===== config.mk =====
export PLATFORM = sky130hd
export DESIGN_NAME = bwd_prop_out
export DESIGN_NICKNAME = d
export VERILOG_FILES = /design/src/rtl/bwd_prop_out.sv
export SDC_FILE = /design/constraint.sdc
export NUM_CORES = 2
export LEC_CHECK = 0
export CAP_MARGIN = 20
export CORE_UTILIZATION = 40
export DETAILED_ROUTE_END_ITERATION = 10
export PLACE_DENSITY = 0.66
export SLEW_MARGIN = 20
export SYNTH_ARGS = -nofsm -noshare
export SYNTH_HDL_FRONTEND = slang
export SYNTH_SLANG_ARGS = --single-unit

===== constraint.sdc =====
create_clock -name clk -period 27.3 [get_ports clk]
set_input_delay 5.46 -clock clk [delete_from_list [all_inputs] [get_ports clk]]
set_output_delay 5.46 -clock clk [all_outputs]
set_load 0.05 [all_outputs]

===== src/rtl/bwd_prop_out.sv =====
// Backward pass for the output layer of a small Q-network (5 hidden, 4 outputs).
// Only the chosen action's output neuron carries error. Given e = Q(act) - target,
// the block produces that neuron's bias update, its column of weight updates and
// the error propagated back to the hidden layer through the ReLU derivative.
// All data is signed Q6.10.
//
// Ports:
//   clk, rst                  clock, asynchronous active-high reset
//   start                     pulse; request a pass (accepted only when idle)
//   act                       chosen action 0..3 (output neuron act+1)
//   target                    TD target Q value
//   lr_shift                  learning rate as an arithmetic right shift
//   a2_1..a2_5                hidden activations
//   a3_1..a3_4                output activations
//   w3_11..w3_54              output weights, hidden i to output j
//   deltaw3_11..deltaw3_54    weight updates (only column act+1 nonzero)
//   deltab3_1..deltab3_4      bias updates (only act+1 nonzero)
//   err2_1..err2_5            back-propagated hidden error
//   busy                      pass in progress
//   done                      one-cycle completion pulse
//
// Timing: ERR takes one cycle. UPD issues one hidden index per cycle into a
// product register and writes it back one cycle later, so UPD lasts six cycles
// and every output is final on the edge that enters DONE.
module bwd_prop_out (
   input  logic        clk,
   input  logic        rst,
   input  logic        start,
   input  logic [1:0]  act,
   input  logic [15:0] target,
   input  logic [3:0]  lr_shift,
   input  logic [15:0] a2_1,
   input  logic [15:0] a2_2,
   input  logic [15:0] a2_3,
   input  logic [15:0] a2_4,
   input  logic [15:0] a2_5,
   input  logic [15:0] a3_1,
   input  logic [15:0] a3_2,
   input  logic [15:0] a3_3,
   input  logic [15:0] a3_4,
   input  logic [15:0] w3_11,
   input  logic [15:0] w3_12,
   input  logic [15:0] w3_13,
   input  logic [15:0] w3_14,
   input  logic [15:0] w3_21,
   input  logic [15:0] w3_22,
   input  logic [15:0] w3_23,
   input  logic [15:0] w3_24,
   input  logic [15:0] w3_31,
   input  logic [15:0] w3_32,
   input  logic [15:0] w3_33,
   input  logic [15:0] w3_34,
   input  logic [15:0] w3_41,
   input  logic [15:0] w3_42,
   input  logic [15:0] w3_43,
   input  logic [15:0] w3_44,
   input  logic [15:0] w3_51,
   input  logic [15:0] w3_52,
   input  logic [15:0] w3_53,
   input  logic [15:0] w3_54,
   output logic [15:0] deltaw3_11,
   output logic [15:0] deltaw3_12,
   output logic [15:0] deltaw3_13,
   output logic [15:0] deltaw3_14,
   output logic [15:0] deltaw3_21,
   output logic [15:0] deltaw3_22,
   output logic [15:0] deltaw3_23,
   output logic [15:0] deltaw3_24,
   output logic [15:0] deltaw3_31,
   output logic [15:0] deltaw3_32,
   output logic [15:0] deltaw3_33,
   output logic [15:0] deltaw3_34,
   output logic [15:0] deltaw3_41,
   output logic [15:0] deltaw3_42,
   output logic [15:0] deltaw3_43,
   output logic [15:0] deltaw3_44,
   output logic [15:0] deltaw3_51,
   output logic [15:0] deltaw3_52,
   output logic [15:0] deltaw3_53,
   output logic [15:0] deltaw3_54,
   output logic [15:0] deltab3_1,
   output logic [15:0] deltab3_2,
   output logic [15:0] deltab3_3,
   output logic [15:0] deltab3_4,
   output logic [15:0] err2_1,
   output logic [15:0] err2_2,
   output logic [15:0] err2_3,
   output logic [15:0] err2_4,
   output logic [15:0] err2_5,
   output logic        busy,
   output logic        done
);

   typedef enum logic [1:0] {StIdle, StErr, StUpd, StDone} state_e;

   state_e state_q, state_d;

   // Input arrays: hidden index 1..5, output index 0..3 (= act)
   logic signed [15:0] a2_in [1:5];
   logic signed [15:0] a3_in [0:3];
   logic signed [15:0] w3_in [1:5][0:3];

   // Operands captured at the accepting edge
   logic [1:0]         act_q;
   logic [3:0]         lr_q;
   logic signed [15:0] tgt_q;
   logic signed [15:0] a3_q;
   logic signed [15:0] a2_q [1:5];
   logic signed [15:0] wc_q [1:5];

   logic signed [15:0] e_q;
   logic [2:0]         idx_q;

   // Product pipeline stage between issue and write-back
   logic signed [31:0] pp_q;
   logic signed [31:0] pq_q;
   logic [2:0]         pidx_q;
   logic               pgate_q;
   logic               pvalid_q;

   // Output registers
   logic [15:0] dw_q  [1:5][0:3];
   logic [15:0] db_q  [0:3];
   logic [15:0] err_q [1:5];

   // Combinational datapath
   logic [16:0]        diff;
   logic [15:0]        e_calc;
   logic [15:0]        db_calc;
   logic [2:0]         sel;
   logic signed [31:0] iss_p;
   logic signed [31:0] iss_q;
   logic               iss_gate;
   logic signed [31:0] pp_sh;
   logic signed [31:0] pq_sh;
   logic [15:0]        dw_calc;
   logic [15:0]        err_calc;

   // Clamp a wide signed value into signed 16-bit range.
   function automatic logic [15:0] sat33(input logic signed [32:0] v);
      if (v > 33'sd32767) begin
         return 16'h7FFF;
      end else if (v < -33'sd32768) begin
         return 16'h8000;
      end else begin
         return v[15:0];
      end
   endfunction

   // Saturating negation: -0x8000 becomes 0x7FFF.
   function automatic logic [15:0] neg16(input logic [15:0] x);
      return sat33(-$signed({{17{x[15]}}, x}));
   endfunction

   function automatic logic [15:0] shr(input logic [15:0] x, input logic [3:0] s);
      return $signed(x) >>> s;
   endfunction

   assign a2_in[1] = a2_1;
   assign a2_in[2] = a2_2;
   assign a2_in[3] = a2_3;
   assign a2_in[4] = a2_4;
   assign a2_in[5] = a2_5;

   assign a3_in[0] = a3_1;
   assign a3_in[1] = a3_2;
   assign a3_in[2] = a3_3;
   assign a3_in[3] = a3_4;

   assign w3_in[1][0] = w3_11;
   assign w3_in[1][1] = w3_12;
   assign w3_in[1][2] = w3_13;
   assign w3_in[1][3] = w3_14;
   assign w3_in[2][0] = w3_21;
   assign w3_in[2][1] = w3_22;
   assign w3_in[2][2] = w3_23;
   assign w3_in[2][3] = w3_24;
   assign w3_in[3][0] = w3_31;
   assign w3_in[3][1] = w3_32;
   assign w3_in[3][2] = w3_33;
   assign w3_in[3][3] = w3_34;
   assign w3_in[4][0] = w3_41;
   assign w3_in[4][1] = w3_42;
   assign w3_in[4][2] = w3_43;
   assign w3_in[4][3] = w3_44;
   assign w3_in[5][0] = w3_51;
   assign w3_in[5][1] = w3_52;
   assign w3_in[5][2] = w3_53;
   assign w3_in[5][3] = w3_54;

   always_comb begin
      diff    = {a3_q[15], a3_q} - {tgt_q[15], tgt_q};
      e_calc  = sat33({{16{diff[16]}}, diff});
      db_calc = shr(neg16(e_calc), lr_q);

      // Keep the operand mux in range once the issue counter runs past 5.
      sel = idx_q;
      if (idx_q == 3'd0 || idx_q > 3'd5) begin
         sel = 3'd5;
      end
      iss_p    = 32'(e_q) * 32'(a2_q[sel]);
      iss_q    = 32'(e_q) * 32'(wc_q[sel]);
      iss_gate = a2_q[sel] > 16'sd0;

      // Q12.20 product back to Q6.10; the slice is in range iff bits [31:25] agree.
      pp_sh    = pp_q >>> 10;
      pq_sh    = pq_q >>> 10;
      dw_calc  = shr(sat33(-$signed({pp_sh[31], pp_sh})), lr_q);
      err_calc = pgate_q ? sat33($signed({pq_sh[31], pq_sh})) : 16'h0000;
   end

   always_comb begin
      state_d = state_q;
      case (state_q)
         StIdle: if (start) state_d = StErr;
         StErr:  state_d = StUpd;
         StUpd:  if (pvalid_q && pidx_q == 3'd5) state_d = StDone;
         StDone: state_d = StIdle;
         default: state_d = StIdle;
      endcase
   end

   always_ff @(posedge clk or posedge rst) begin
      if (rst) begin
         state_q <= StIdle;
      end else begin
         state_q <= state_d;
      end
   end

   always_ff @(posedge clk or posedge rst) begin
      if (rst) begin
         act_q    <= 2'd0;
         lr_q     <= 4'd0;
         tgt_q    <= 16'sd0;
         a3_q     <= 16'sd0;
         e_q      <= 16'sd0;
         idx_q    <= 3'd1;
         pp_q     <= 32'sd0;
         pq_q     <= 32'sd0;
         pidx_q   <= 3'd1;
         pgate_q  <= 1'b0;
         pvalid_q <= 1'b0;
         for (int i = 1; i <= 5; i++) begin
            a2_q[i]  <= 16'sd0;
            wc_q[i]  <= 16'sd0;
            err_q[i] <= 16'h0000;
            for (int j = 0; j < 4; j++) begin
               dw_q[i][j] <= 16'h0000;
            end
         end
         for (int j = 0; j < 4; j++) begin
            db_q[j] <= 16'h0000;
         end
      end else begin
         pvalid_q <= 1'b0;
         case (state_q)
            StIdle: begin
               if (start) begin
                  act_q <= act;
                  lr_q  <= lr_shift;
                  tgt_q <= target;
                  a3_q  <= a3_in[act];
                  idx_q <= 3'd1;
                  for (int i = 1; i <= 5; i++) begin
                     a2_q[i]  <= a2_in[i];
                     wc_q[i]  <= w3_in[i][act];
                     err_q[i] <= 16'h0000;
                     for (int j = 0; j < 4; j++) begin
                        dw_q[i][j] <= 16'h0000;
                     end
                  end
                  for (int j = 0; j < 4; j++) begin
                     db_q[j] <= 16'h0000;
                  end
               end
            end
            StErr: begin
               e_q         <= e_calc;
               db_q[act_q] <= db_calc;
            end
            StUpd: begin
               if (idx_q <= 3'd5) begin
                  pp_q     <= iss_p;
                  pq_q     <= iss_q;
                  pgate_q  <= iss_gate;
                  pidx_q   <= idx_q;
                  pvalid_q <= 1'b1;
                  idx_q    <= idx_q + 3'd1;
               end
               if (pvalid_q) begin
                  dw_q[pidx_q][act_q] <= dw_calc;
                  err_q[pidx_q]       <= err_calc;
               end
            end
            default: ;
         endcase
      end
   end

   assign busy = (state_q != StIdle);
   assign done = (state_q == StDone);

   assign deltaw3_11 = dw_q[1][0];
   assign deltaw3_12 = dw_q[1][1];
   assign deltaw3_13 = dw_q[1][2];
   assign deltaw3_14 = dw_q[1][3];
   assign deltaw3_21 = dw_q[2][0];
   assign deltaw3_22 = dw_q[2][1];
   assign deltaw3_23 = dw_q[2][2];
   assign deltaw3_24 = dw_q[2][3];
   assign deltaw3_31 = dw_q[3][0];
   assign deltaw3_32 = dw_q[3][1];
   assign deltaw3_33 = dw_q[3][2];
   assign deltaw3_34 = dw_q[3][3];
   assign deltaw3_41 = dw_q[4][0];
   assign deltaw3_42 = dw_q[4][1];
   assign deltaw3_43 = dw_q[4][2];
   assign deltaw3_44 = dw_q[4][3];
   assign deltaw3_51 = dw_q[5][0];
   assign deltaw3_52 = dw_q[5][1];
   assign deltaw3_53 = dw_q[5][2];
   assign deltaw3_54 = dw_q[5][3];

   assign deltab3_1 = db_q[0];
   assign deltab3_2 = db_q[1];
   assign deltab3_3 = db_q[2];
   assign deltab3_4 = db_q[3];

   assign err2_1 = err_q[1];
   assign err2_2 = err_q[2];
   assign err2_3 = err_q[3];
   assign err2_4 = err_q[4];
   assign err2_5 = err_q[5];

endmodule


# Word level (Yosys, flattened, before mapping)
# Index checks and enable logic that the tools add are counted.
word_totals:
  in_bits: 489
  mem_bits_ro: 0
  mem_count: 0
  ff_bits: 752
  word_cells: 162
  latch_bits: 0
  mem_bits_rw: 0
  out_inout_bits: 466
op_classes:
  order_cmp: 17
  n_mul: 2
  n_eq_ne: 8
  mux: 59
  bitwise_logic: 4
  n_shift: 2
  n_div: 0
  n_addsub: 4
  n_reduce_logical: 15
ops:
  columns: ["cell", "count"]
  rows:
  - ["2-to-1 mux 320 bit", 2]
  - ["one-hot mux 320 bit (2 select lines)", 1]
  - ["2-to-1 mux 16 bit", 27]
  - ["bitwise mux 320 bit", 1]
  - ["binary-select mux 16 bit (select 2 bit)", 6]
  - ["demux 64 bit (select 3 bit)", 1]
  - ["2-to-1 mux 80 bit", 2]
  - ["one-hot mux 80 bit (2 select lines)", 1]
  - ["2-to-1 mux 64 bit", 2]
  - ["one-hot mux 64 bit (2 select lines)", 1]
  - ["binary-select mux 16 bit (select 3 bit)", 2]
  - ["bitwise mux 80 bit", 1]
  - ["> comparator 33 x 16 -> 1 bit (second input constant)", 2]
  - ["less-than comparator 33 x 16 -> 1 bit (second input constant)", 2]
  - ["bitwise mux 64 bit", 1]
  - ["multiplier 16 x 16 -> 32 bit", 2]
  - ["demux 16 bit (select 3 bit)", 1]
  - ["negator 16 -> 33 bit", 1]
  - ["negator 22 -> 33 bit", 1]
  - ["demux 16 bit (select 2 bit)", 1]
  - [">>> shifter 16 x 4 -> 16 bit", 2]
  - ["> comparator 22 x 16 -> 1 bit (second input constant)", 1]
  - ["less-than comparator 22 x 16 -> 1 bit (second input constant)", 1]
  - ["> comparator 17 x 16 -> 1 bit (second input constant)", 1]
  - ["other kinds (28)", 48]

# Logic depth before layout (Yosys ltp)
logic_depth:
  ltp_word: 11
  depth_mapped: 38
  ltp_nobuf: 34

# Worst setup path before layout
# No wires, ideal clock.
synth_timing:
  path_kind: "register -> register"
  start: "reg idx_q[0]"
  end: "reg pq_q[31]"
  path_buffers: 4
  path_stages_with_launch: 37
  setup_ps: 136
  period_less_slack_ps: 9620
  t_required_ps: 27164
  arrival_time_ps: 9484
  setup_slack_ps: 17680
  cell_sequence: "dfstp_2 > buf_2 > clkinv_1 > ha_1 > nor2b_1 > nor3_1 > clkbuf_1 > clkbuf_1 > a22oi_1 > nor2_1 > a21oi_1 > o22ai_1 > clkbuf_1 > nand2_1 > fa_1 > inv_1 > fa_1 > inv_1 > fa_1 > inv_1 > fa_1 > inv_1 > fa_1 > inv_1 > fa_1 > ha_1 > nand2_1 > nor3_1 > nand2_1 > a21oi_1 > a2111oi_0 > o311ai_0 > a221oi_1 > o21ai_0 > a41oi_1 > xnor2_1 > o21ai_0"
synth_via:
  elab_chain_len: 8
  elab_cells_between_ends: 11
  classes_between: "1 x mul; 2 x order compare; 4 x mux; 1 x bitwise; 3 x reduce/logical"
synth_rtl:
  columns: ["item", "line", "text"]
  rows:
  - ["start: declaration", "112", "logic [2:0] idx_q;"]
  - ["start signal: assignment", "289", "idx_q <= idx_q + 3'd1;"]
  - ["> comparator 3 bit / zero test 3 bit (equally long branches)", "198", "if (idx_q == 3'd0 || idx_q > 3'd5) begin"]
  - ["logical OR 1 bit", "198", null]
  - ["2-to-1 mux 3 bit", "198", null]
  - ["NOT 3 -> 4 bit (implied by the code)", "202", "iss_q = 32'(e_q) * 32'(wc_q[sel]);"]
  - ["binary-select mux 16 bit (select 3 bit)", "202", null]
  - ["2-to-1 mux 16 bit (implied by the code) (2 in a row)", "202", null]
  - ["multiplier 16 x 16 -> 32 bit", "202", null]
  - ["end signal: assignment", "285", "pq_q <= iss_q;"]
  - ["end: declaration", "116", "logic signed [31:0] pq_q;"]
# Parallel ways exist; a longest one is shown, timed or not. The select of a mux whose other input is x is not followed.
# A chain may end at the register's enable or synchronous reset.

# Final worst setup path
# Same ends and word-level chain as after synthesis.

==> metrics.txt <==
Clock transition at path regs=0.06 ns; Hold Crit Class=flop to flop; clk buf depth=3; # hold bufs at CTS=0; Final setup viols=0; Mean Syn Cell Area=10.2 sq um; Slew Limit Headroom=21.4%; row count=133; arrival time worst endpoint=10.72 ns; fin. max-slew vios=0; setup_tns=0 ns; initial DRC count=3199; routed vias/inst=5.42; global-route wire length before repair=278000 um; fin cells=7890; drt drc=0; All-Layer GR Usage=26.9%; DRT Pass-1 Iters=5; Worst Setup Slack, final=17.10 ns; Wirelength per Cell=23.0 um; Sink Count=732; mapped cell area=0.0535 sq mm; clock skew=0.0381 ns; GP Congestion=0.918; Max H-tree Level=3; dpl cells=7731; crit start category=flop; Highest Clock Rate=0.0980 GHz; vias in the first global route=44767; die extent in y=368 um; via count=42769; CP Capture Type=flop; number of distinct library cells after synthesis=91; number of buffers created by CTS=81; r2r startpoint=idx_q[0]; DP Wirelength=141000 um; clock tree root driver cell=clkbuf_16; DP Worst Slack=17.17 ns; Initial Util=40.5%; Top Ports=955; Die W=368 um; Required @ worst endpoint=27.82 ns; fill cell count=11949; die area=0.135 sq mm; status=complete, no violations; Post-synth ARST share=100%; hold path start=deltaw3_22[4]; initial antenna violation count=11; Post-CTS Resized=0; IO buf count=954; Final min period=10.20 ns; critical path launch point=idx_q[0]; WHS=0.473 ns; core area=0.132 sq mm; layout net count=7258; period utilization=37.4%; max cap viols=0; Most common cell on crit path=fa_1; Synth Flop Type=dfrtp_1; slew of the pin with the lowest slew margin=1.18 ns; Register Area=0.0183 sq mm; Syn Nets=6446; RSZ-0062 raised after global routing=false; Ys Warns=0; Fin. Hold Viols=0; number of flops mapped to enable cells by yosys=0; total grt overflow=0; post-route ant nets=0; CTS tree=built; multi-input logic area=0.0319 sq mm; largest net degree at the start of global routing=170; Crit-path slowest cell=dfstp_2; Syn-to-layout area delta=26.4%; crit-path max FO=53; clk_lat worst skew=0.71 ns; final WL=181000 um; Cells after Synth=5247; postcts setup bufs=0; CP peak stage delay=1.08 ns; sequential-to-total area share from yosys stat=34.3%; layout cell share with drive strength beyond 1=10.8%; CP Class=flop to flop; Seq cells post-synth=732
==> logic make-up (layout without fill, tap and decap cells) <==
group / count (synthesis) / after routing / synth area share (%)
simple gates: 1471 / 1471 / 12.5
buf+inv: 880 / 1757 / 6.28
compound gates: 993 / 993 / 11.7
fa+ha+maj: 723 / 723 / 24.2
xor+xnor: 91 / 91 / 1.54
flops: 732 / 732 / 34.3
other cells: 0 / 11 / 0
mux: 357 / 357 / 9.59
==> cells in the mapped netlist, types with 58 or more instances <==
library cell	instances	area (sq um)
mux4_2	102	2300
ha_1	185	2310
mux2_2	220	2480
nand2_1	843	3160
a22o_1	88	771
xnor2_1	58	508
dfrtp_1	730	18300
and2_1	89	557
a21oi_1	127	636
fa_1	525	10500
inv_1	568	2130
nor2b_1	125	782
clkbuf_1	270	1010
nor2_1	164	616
o21ai_0	468	2340
==> cell usage in the layout, fill, tap and decap left out, drive strengths merged, types with 13 or more instances in the layout <==
cell             n
a211oi          15
a32o            13
buf             86
a31oi           20
clkbuf         113
a22oi           27
nor4            16
o22ai           26
clkdlybuf4s50  952
nand4           17
dfrtp          730
nor2b          125
xnor2           58
a21oi          130
o21ai          492
ha             185
a21o            39
mux2i           35
mux2           220
inv            576
nand2b          32
or2             50
fa             525
o211ai          14
nor3            36
maj3            13
nand2          843
clkinv          23
mux4           102
a22o            88
xor2            31
and2            91
nor2           164
o21a            21
nand3           42
or3             15
==> layer usage <==
metal	global-route usage, %	wire, um	vias to the layer above
met1	32.8	71400	21761
met4	12.4	8210	0
met5	0	0	-
met2	47.2	91700	1659
met3	3.49	9920	293
li1	-	-	19056
==> area by class of cell <==
type	instances	area share, %
multi-input cells	3635	47.2
repair buffers	1038	15.1
diodes	11	0.0407
flip-flops and latches	732	27.1
clock buffers	113	3.43
well taps	1755	3.25
inverters	571	3.18
clock inverters	35	0.638
==> flip-flops by register name (all words and copies together) (netlist names), 22 cells and up <==
| signal | cells |
|---|---|
| pp_q | 22 |
| wc_q | 80 |
| pq_q | 22 |
| a2_q | 80 |
==> final timing paths <==
kind | end | slack (ns) | cells after the start
min in group asynchronous | deltaw3_13[12] | 5.28 | 2
setup / recovery | pq_q[31] | 17.10 | 35
max in group asynchronous | wc_q[9] | 19.62 | 4
setup reg to reg | pq_q[31] | 17.10 | 35
hold / removal | deltaw3_22[4] | 0.47 | 2
hold reg to reg | deltaw3_22[4] | 0.47 | 2
==> worst max-delay path: cells and delay by family, from the launching register on <==
family / cells / cell delay (ns)
AOI/OAI and AO/OA: 10 / 2.21
xor gates and xnor gates: 1 / 0.17
adders and majority gates: 8 / 3.80
buffers and inverters: 9 / 1.82
DFF: 1 / 1.08
and+or+nand+nor: 7 / 0.90
==> stage by stage <==
stage	util [%]	instance area, sq um
3_5_place_dp	49.1	64800
2_1_floorplan	-	53500
3_3_place_gp	49.1	64800
6_report	51.2	67600
4_1_cts	51.1	67600
5_1_grt	51.2	67600
Power is not shown: default switching activity piles up to over one toggle a cycle in this logic, so the estimate is an artifact.
